==> src/rtl/keypad_pkg.sv <==
// Shared keypad definitions: event encoding, key indices, default sizes.
// Latency: n/a (constants and a pure helper function only).
// Backpressure: n/a.
package keypad_pkg;

    // Event type bit stored alongside the key index in the event FIFO
    localparam logic EVT_SHORT = 1'b0;
    localparam logic EVT_LONG  = 1'b1;

    // Key indices; S2 doubles as the calculator mode/clear key
    localparam logic [1:0] KEY_S0 = 2'd0;
    localparam logic [1:0] KEY_S1 = 2'd1;
    localparam logic [1:0] KEY_S2 = 2'd2;
    localparam logic [1:0] KEY_S3 = 2'd3;

    localparam int DEF_NUM_KEYS   = 4;
    localparam int DEF_FIFO_DEPTH = 4;

    // (base + off) mod modulus, valid for base < modulus and off < modulus,
    // so a single conditional subtract replaces a real modulo.
    function automatic int wrap_inc(input int base, input int off, input int modulus);
        int sum;
        sum = base + off;
        if (sum >= modulus) begin
            sum = sum - modulus;
        end
        return sum;
    endfunction

endpackage

==> src/rtl/event_fifo.sv <==
// Synchronous first-word-fall-through FIFO for key events.
// Latency: a push is visible on dout/count after the writing edge; pop takes effect at the edge.
// Backpressure: full blocks pushes (ignored when full), pop while empty is ignored.
//
// Ports: clk_db/rst clock and async active-high reset; push/din write side;
// pop/dout read side (dout forced to 0 while empty); count/full/empty status.
module event_fifo #(
    parameter int WIDTH      = 3,
    parameter int FIFO_DEPTH = 4,
    localparam int PTR_W     = $clog2(FIFO_DEPTH),
    localparam int CNT_W     = PTR_W + 1
) (
    input  logic             clk_db,
    input  logic             rst,
    input  logic             push,
    input  logic             pop,
    input  logic [WIDTH-1:0] din,
    output logic [WIDTH-1:0] dout,
    output logic [CNT_W-1:0] count,
    output logic             full,
    output logic             empty
);

    logic [WIDTH-1:0] mem_q [FIFO_DEPTH];
    logic [WIDTH-1:0] mem_d [FIFO_DEPTH];
    logic [PTR_W-1:0] wr_ptr_q, wr_ptr_d;
    logic [PTR_W-1:0] rd_ptr_q, rd_ptr_d;
    logic [CNT_W-1:0] count_q, count_d;
    logic             do_push, do_pop;

    assign full  = (count_q == CNT_W'(FIFO_DEPTH));
    assign empty = (count_q == '0);
    assign count = count_q;
    assign dout  = empty ? '0 : mem_q[rd_ptr_q];

    always_comb begin
        do_push  = push && !full;
        do_pop   = pop && !empty;
        mem_d    = mem_q;
        wr_ptr_d = wr_ptr_q;
        rd_ptr_d = rd_ptr_q;
        count_d  = count_q;
        if (do_push) begin
            mem_d[wr_ptr_q] = din;
            // Depth is a power of two, so pointer wrap is natural overflow
            wr_ptr_d        = wr_ptr_q + PTR_W'(1);
        end
        if (do_pop) begin
            rd_ptr_d = rd_ptr_q + PTR_W'(1);
        end
        if (do_push && !do_pop) begin
            count_d = count_q + CNT_W'(1);
        end else if (do_pop && !do_push) begin
            count_d = count_q - CNT_W'(1);
        end
    end

    always_ff @(posedge clk_db or posedge rst) begin
        if (rst) begin
            mem_q    <= '{default: '0};
            wr_ptr_q <= '0;
            rd_ptr_q <= '0;
            count_q  <= '0;
        end else begin
            mem_q    <= mem_d;
            wr_ptr_q <= wr_ptr_d;
            rd_ptr_q <= rd_ptr_d;
            count_q  <= count_d;
        end
    end

endmodule

==> src/rtl/key_event_arbiter.sv <==
// Latches per-key short/long press pulses and arbitrates them round-robin into an event FIFO.
// Latency: pulse at edge k -> FIFO write at edge k+1 -> evt_valid high after k+1 (2 cycles min).
// Backpressure: evt_valid/evt_ready; a full FIFO stalls grants and events wait in their latches.
//
// Ports: clk_db/rst clock and async active-high reset; short_press/long_press
// one-cycle pulses per key; evt_valid/evt_ready/evt_key/evt_long event handshake;
// pending_cnt FIFO occupancy; overflow sticky drop flag cleared by clr_overflow.
module key_event_arbiter
    import keypad_pkg::*;
#(
    parameter int NUM_KEYS   = DEF_NUM_KEYS,
    parameter int KEY_W      = 2,
    parameter int FIFO_DEPTH = DEF_FIFO_DEPTH,
    parameter int CNT_W      = 3
) (
    input  logic                clk_db,
    input  logic                rst,
    input  logic [NUM_KEYS-1:0] short_press,
    input  logic [NUM_KEYS-1:0] long_press,
    input  logic                evt_ready,
    input  logic                clr_overflow,
    output logic                evt_valid,
    output logic [KEY_W-1:0]    evt_key,
    output logic                evt_long,
    output logic [CNT_W-1:0]    pending_cnt,
    output logic                overflow
);

    logic [NUM_KEYS-1:0] pend_s_q, pend_s_d;
    logic [NUM_KEYS-1:0] pend_l_q, pend_l_d;
    logic [KEY_W-1:0]    rr_ptr_q, rr_ptr_d;
    logic                overflow_q, overflow_d;

    logic [NUM_KEYS-1:0] cand;
    logic [NUM_KEYS-1:0] gnt_s, gnt_l;
    logic [NUM_KEYS-1:0] drop_s, drop_l;
    logic                gnt_vld;
    logic                gnt_long;
    logic [KEY_W-1:0]    gnt_idx;
    logic [KEY_W-1:0]    scan_idx;

    logic                fifo_full;
    logic                fifo_empty;
    logic [KEY_W:0]      fifo_dout;

    always_comb begin
        cand     = pend_s_q | pend_l_q;
        gnt_vld  = 1'b0;
        gnt_idx  = '0;
        scan_idx = '0;
        // First pending key at or after rr_ptr; full uses the registered count,
        // so a same-cycle pop never opens a slot early.
        for (int off = 0; off < NUM_KEYS; off++) begin
            scan_idx = KEY_W'(wrap_inc(int'(rr_ptr_q), off, NUM_KEYS));
            if (!gnt_vld && !fifo_full && cand[scan_idx]) begin
                gnt_vld = 1'b1;
                gnt_idx = scan_idx;
            end
        end
        // Long wins over short for the granted key
        gnt_long = pend_l_q[gnt_idx];

        gnt_s = '0;
        gnt_l = '0;
        for (int i = 0; i < NUM_KEYS; i++) begin
            gnt_l[i] = gnt_vld && (gnt_idx == KEY_W'(i)) && gnt_long;
            gnt_s[i] = gnt_vld && (gnt_idx == KEY_W'(i)) && !gnt_long;
        end

        // A pulse onto a latch that is being granted this cycle simply re-arms it
        drop_s   = short_press & pend_s_q & ~gnt_s;
        drop_l   = long_press  & pend_l_q & ~gnt_l;
        pend_s_d = (pend_s_q & ~gnt_s) | short_press;
        pend_l_d = (pend_l_q & ~gnt_l) | long_press;

        rr_ptr_d = gnt_vld ? KEY_W'(wrap_inc(int'(gnt_idx), 1, NUM_KEYS)) : rr_ptr_q;

        // Set dominates clear
        overflow_d = (|drop_s) || (|drop_l) || (overflow_q && !clr_overflow);
    end

    always_ff @(posedge clk_db or posedge rst) begin
        if (rst) begin
            pend_s_q   <= '0;
            pend_l_q   <= '0;
            rr_ptr_q   <= '0;
            overflow_q <= 1'b0;
        end else begin
            pend_s_q   <= pend_s_d;
            pend_l_q   <= pend_l_d;
            rr_ptr_q   <= rr_ptr_d;
            overflow_q <= overflow_d;
        end
    end

    event_fifo #(
        .WIDTH      (KEY_W + 1),
        .FIFO_DEPTH (FIFO_DEPTH)
    ) u_event_fifo (
        .clk_db (clk_db),
        .rst    (rst),
        .push   (gnt_vld),
        .pop    (evt_valid && evt_ready),
        .din    ({gnt_idx, gnt_long}),
        .dout   (fifo_dout),
        .count  (pending_cnt),
        .full   (fifo_full),
        .empty  (fifo_empty)
    );

    assign evt_valid = !fifo_empty;
    assign evt_key   = fifo_dout[KEY_W:1];
    assign evt_long  = fifo_dout[0];
    assign overflow  = overflow_q;

endmodule

==> config.mk <==
export PLATFORM = sky130hd
export DESIGN_NAME = key_event_arbiter
export DESIGN_NICKNAME = d
export VERILOG_FILES = /design/src/rtl/keypad_pkg.sv /design/src/rtl/event_fifo.sv /design/src/rtl/key_event_arbiter.sv
export SDC_FILE = /design/constraint.sdc
export NUM_CORES = 1
export LEC_CHECK = 0
export ABC_CLOCK_PERIOD_IN_PS = 2600
export CAP_MARGIN = 20
export CELL_PAD_IN_SITES_DETAIL_PLACEMENT = 0
export CELL_PAD_IN_SITES_GLOBAL_PLACEMENT = 1
export CORE_MARGIN = 3
export CORE_UTILIZATION = 39
export DETAILED_ROUTE_END_ITERATION = 7
export PLACE_DENSITY_LB_ADDON = 0.3
export SYNTH_ARGS = -nofsm -noshare
export SYNTH_HDL_FRONTEND = slang
export SYNTH_SLANG_ARGS = --single-unit
==> constraint.sdc <==
create_clock -name clk_db -period 2.6 [get_ports clk_db]
set_input_delay 0.26 -clock clk_db [delete_from_list [all_inputs] [get_ports clk_db]]
set_output_delay 0.26 -clock clk_db [all_outputs]
set_load 0.005 [all_outputs]
==> impl_metrics.tcl <==
set metrics [dict create \
    critical_path.cell_chain "or2_4 -> or3_4 -> o32a_4 -> and2_4 -> inv_4 -> ha_4 -> nand2_2 -> a21boi_1 -> or4_4 -> a221oi_2 -> o211ai_2" \
    p_comb_share_pct 58.3 \
    postPlaceCellArea_mm2 0.00238 \
    timing_hold_violations_final 0 \
    die_area_mm2 0.00572 \
    grt_setup_unrepaired "true" \
    io_buffers 19 \
    cpLargestDelayFamily "simple AND/OR/NAND/NOR gates" \
    cap_viol_max_count 0 \
    routedWlPerCell_um 15.1 \
    ir_worst_vdd_mv 0.493 \
    timing.clock.skew_ps 7.35 \
    setup.worst_path.end_class "flip-flop" \
    total_leakage_power_nw 1.12 \
    yosys_register_bits 30 \
    ys_types 54 \
    viasPerCell 5.53 \
    layout-area-overhead-vs-synth_pct 35.0 \
    setup.worst_path.start_class "flip-flop" \
    mostFrequentLayoutCells "31 x nand2_1, 31 x buf_4, 30 x dfrtp_1, 19 x clkdlybuf4s50_1, 17 x o21ai_0" \
    p_int_w 0.00210 \
    timing.final.crit_share_pct 103 \
    cts_tree "done" \
    clock_tree.htree_level_count 2 \
    via_count_of_the_first_global_routing_pass 1600 \
    initial_antenna_violation_count 0 \
    synthFlopType "dfrtp_1" \
    insertedDiodeCount 0 \
    postSynthNetCount 215 \
    synth_edf_count 0 \
    gp_congestion 0.949 \
    fmax_mhz 375 \
    switchingPower_w 0.00135 \
    die_y_um 75.6 \
    wire_length_of_the_first_global_routing_pass_um 7640 \
    post_synth_instance_area_mm2 0.00189 \
    power_share_of_the_clock_group_pct 16.9 \
    clock_latency_late_sink_ps 280 \
    finalWorstSetupSlack_ps -68.1 \
    vias 1642 \
    nFillCells 405 \
    num-nets-final 266 \
    crit_fanout 3 \
    status "complete, but fails checks" \
    violated_checks "setup timing" \
    post-dp-hpwl_um 3520 \
    r2r_setup_slack_ps -70 \
    max_slew_margin_pct 71.0 \
    post_layout_nonfiller_instances 297 \
    drt-initial-drc-count 86 \
    crit-reg2reg-launch "pend_s_q[1]$_DFF_PP0_" \
    die_w_um 75.6 \
    power.share.switching_pct 39.0 \
    pin_count_of_the_biggest_net_entering_global_routing 31 \
    report.final.setup_viol 1 \
    instance_count_on_the_critical_path 11 \
    grt_usage_pct 17.8 \
    worst_slew_pin_slew_ps 432 \
    num_io_pins 20 \
    synthesis.instances 193 \
    max-clock-path-buffers 2 \
    cp.buffers_inverters 1 \
    final_antenna_net_count 0 \
    critical-path-max-stage-delay_ps 510 \
    cts-root-buf "clkbuf_8" \
    sink_count_of_the_clock_tree 30 \
    standard_cell_with_the_maximum_stage_delay_on_the_critical_path "or4_4" \
    power.density_mw_per_mm2 1350 \
    drive_gt1_share_pct 27.3 \
    hp-class "in -> async" \
    share_seq_of_total_power_pct 24.8 \
    tritoncts.num_buffers 5 \
    placed_cells_incl_taps 288 \
    final.min_clock_period_ps 2670 \
    seq_area_frac_synth_pct 39.7 \
    drt_pass1_iterations 4 \
    clk_transition_reported_paths_ps 70 \
    timing.critical_path.required_ps 2760 \
    core_region_area_mm2 0.00450 \
    layout.cell_area.non_filler_mm2 0.00255 \
    yosys_warnings 0 \
    detail_route.drc_violations 0 \
    regToRegEndpoint "overflow$_DFF_PP0_" \
    totalWireLength_um 4500 \
    grt_remaining_overflow 0 \
    ff2ff_path_depth 11 \
    arrival_ps 2830 \
    rows 24 \
    syn-mean-instance-area_um2 9.80 \
    async_reset_ff_share_pct 100 \
    timing.setup.critical_path_class "reg -> reg" \
    initial_core_util_pct 42.0 \
    final_core_utilization_pct 56.7 \
    slew_limit_fails 0 \
]
-- how the worst max path moves through the flow --
stage | startpoint | endpoint | slack, ps
2_1_floorplan | pend_s_q[1]$_DFF_PP0_ | overflow$_DFF_PP0_ | -140
3_3_place_gp | pend_s_q[1]$_DFF_PP0_ | overflow$_DFF_PP0_ | 20
3_5_place_dp | pend_s_q[1]$_DFF_PP0_ | overflow$_DFF_PP0_ | -10
4_1_cts | pend_s_q[1]$_DFF_PP0_ | overflow$_DFF_PP0_ | -30
5_1_grt | pend_l_q[0]$_DFF_PP0_ | overflow$_DFF_PP0_ | -160
6_report | pend_s_q[1]$_DFF_PP0_ | overflow$_DFF_PP0_ | -70
-- area by class of cell --
type | count | area, um^2 | share of cell area (%)
Multi-Input combinational cell | 147 | 1130 | 44.3
Sequential cell | 30 | 751 | 29.4
Timing Repair Buffer | 50 | 423 | 16.6
Clock buffer | 6 | 82.6 | 3.24
Tap cell | 52 | 65.1 | 2.55
Clock inverter | 2 | 60.1 | 2.35
Inverter | 10 | 40.0 | 1.57
-- cell families (layout without fill, tap and decap cells) --
group	after synthesis	in the layout	synth area share (%)
AO/OA/AOI/OAI	57	57	23.2
XOR/XNOR	6	6	2.78
AND/OR/NAND/NOR	68	68	18.4
multiplexers	6	6	5.23
flip-flops	30	30	39.7
adder cells (fa/ha/maj)	10	10	7.02
buffers and inverters	16	68	3.71
-- cell usage after synthesis, drive strengths merged, types with 2 or more instances --
| library cell | instances | area, um^2 |
|---|---|---|
| o221ai | 3 | 43.8 |
| o21bai | 3 | 22.5 |
| nand3 | 2 | 10.0 |
| xor2 | 2 | 17.5 |
| ha | 9 | 113 |
| a21o | 8 | 60.1 |
| o211ai | 4 | 35.0 |
| dfrtp | 30 | 751 |
| a21oi | 2 | 13.8 |
| xnor2 | 4 | 35.0 |
| nor3 | 4 | 20.0 |
| mux2i | 2 | 20.0 |
| nand2 | 32 | 120 |
| inv | 10 | 37.5 |
| clkbuf | 3 | 11.3 |
| nand2b | 3 | 18.8 |
| or2 | 3 | 23.8 |
| o31ai | 4 | 30.0 |
| or3 | 2 | 12.5 |
| mux4 | 3 | 67.6 |
| nor4 | 3 | 18.8 |
| buf | 3 | 21.3 |
| and2 | 5 | 33.8 |
| nor2 | 8 | 40.0 |
| o21ai | 23 | 141 |
-- worst min-delay path, delay by kind of cell --
kind	cells	cell delay (ps)
buf+inv	3	780
-- power groups by stage --
stage               Combinational, W  Sequential (W)  Clock, W
floorplan                    0.00126        0.000853         0
finish                       0.00201        0.000855  0.000583
global route                 0.00224        0.000886  0.000613
detailed placement           0.00199        0.000860         0
global placement             0.00193        0.000843         0
CTS                          0.00199        0.000852  0.000600
-- metal layers --
metal / up-vias / GRT usage, % / share of wire (%)
met3: 4 / 4.88 / 5.8
li1: 792 / - / -
met5: - / 0 / 0
met2: 56 / 28.3 / 49
met4: 0 / 4.47 / 0.76
met1: 790 / 24.1 / 45
-- per-stage QoR --
step                      power (W)  TNS (ps)  hold WS (ps)  worst slack (ps)
after floorplan             0.00211      -138           351              -138
after global placement      0.00277         0           458              20.6
after detailed placement    0.00284     -14.0           467             -14.0
after CTS                   0.00344     -26.5           353             -26.5
after global routing        0.00374      -157           398              -157
final                       0.00345     -68.1           352             -68.1
-- state kept, by name (all words and copies together) (netlist names) --
signal and count:
pend_s_q 4, overflow 1, u_event_fifo.rd_ptr_q 2, pend_l_q 4, rr_ptr_q 2, u_event_fifo.mem_q 12, u_event_fifo.wr_ptr_q 2, u_event_fifo.count 3
-- repair_timing --
item                       in CTS  in global routing
pin swaps                       0                  4
setup buffers                   0                  1
cloned                          0                  0
hold endpoints to repair        0                  0
hold buffers                    0                  0
setup endpoints to repair       1                  1
resized for setup               0                  5
Power figures use the tool's default switching activity.
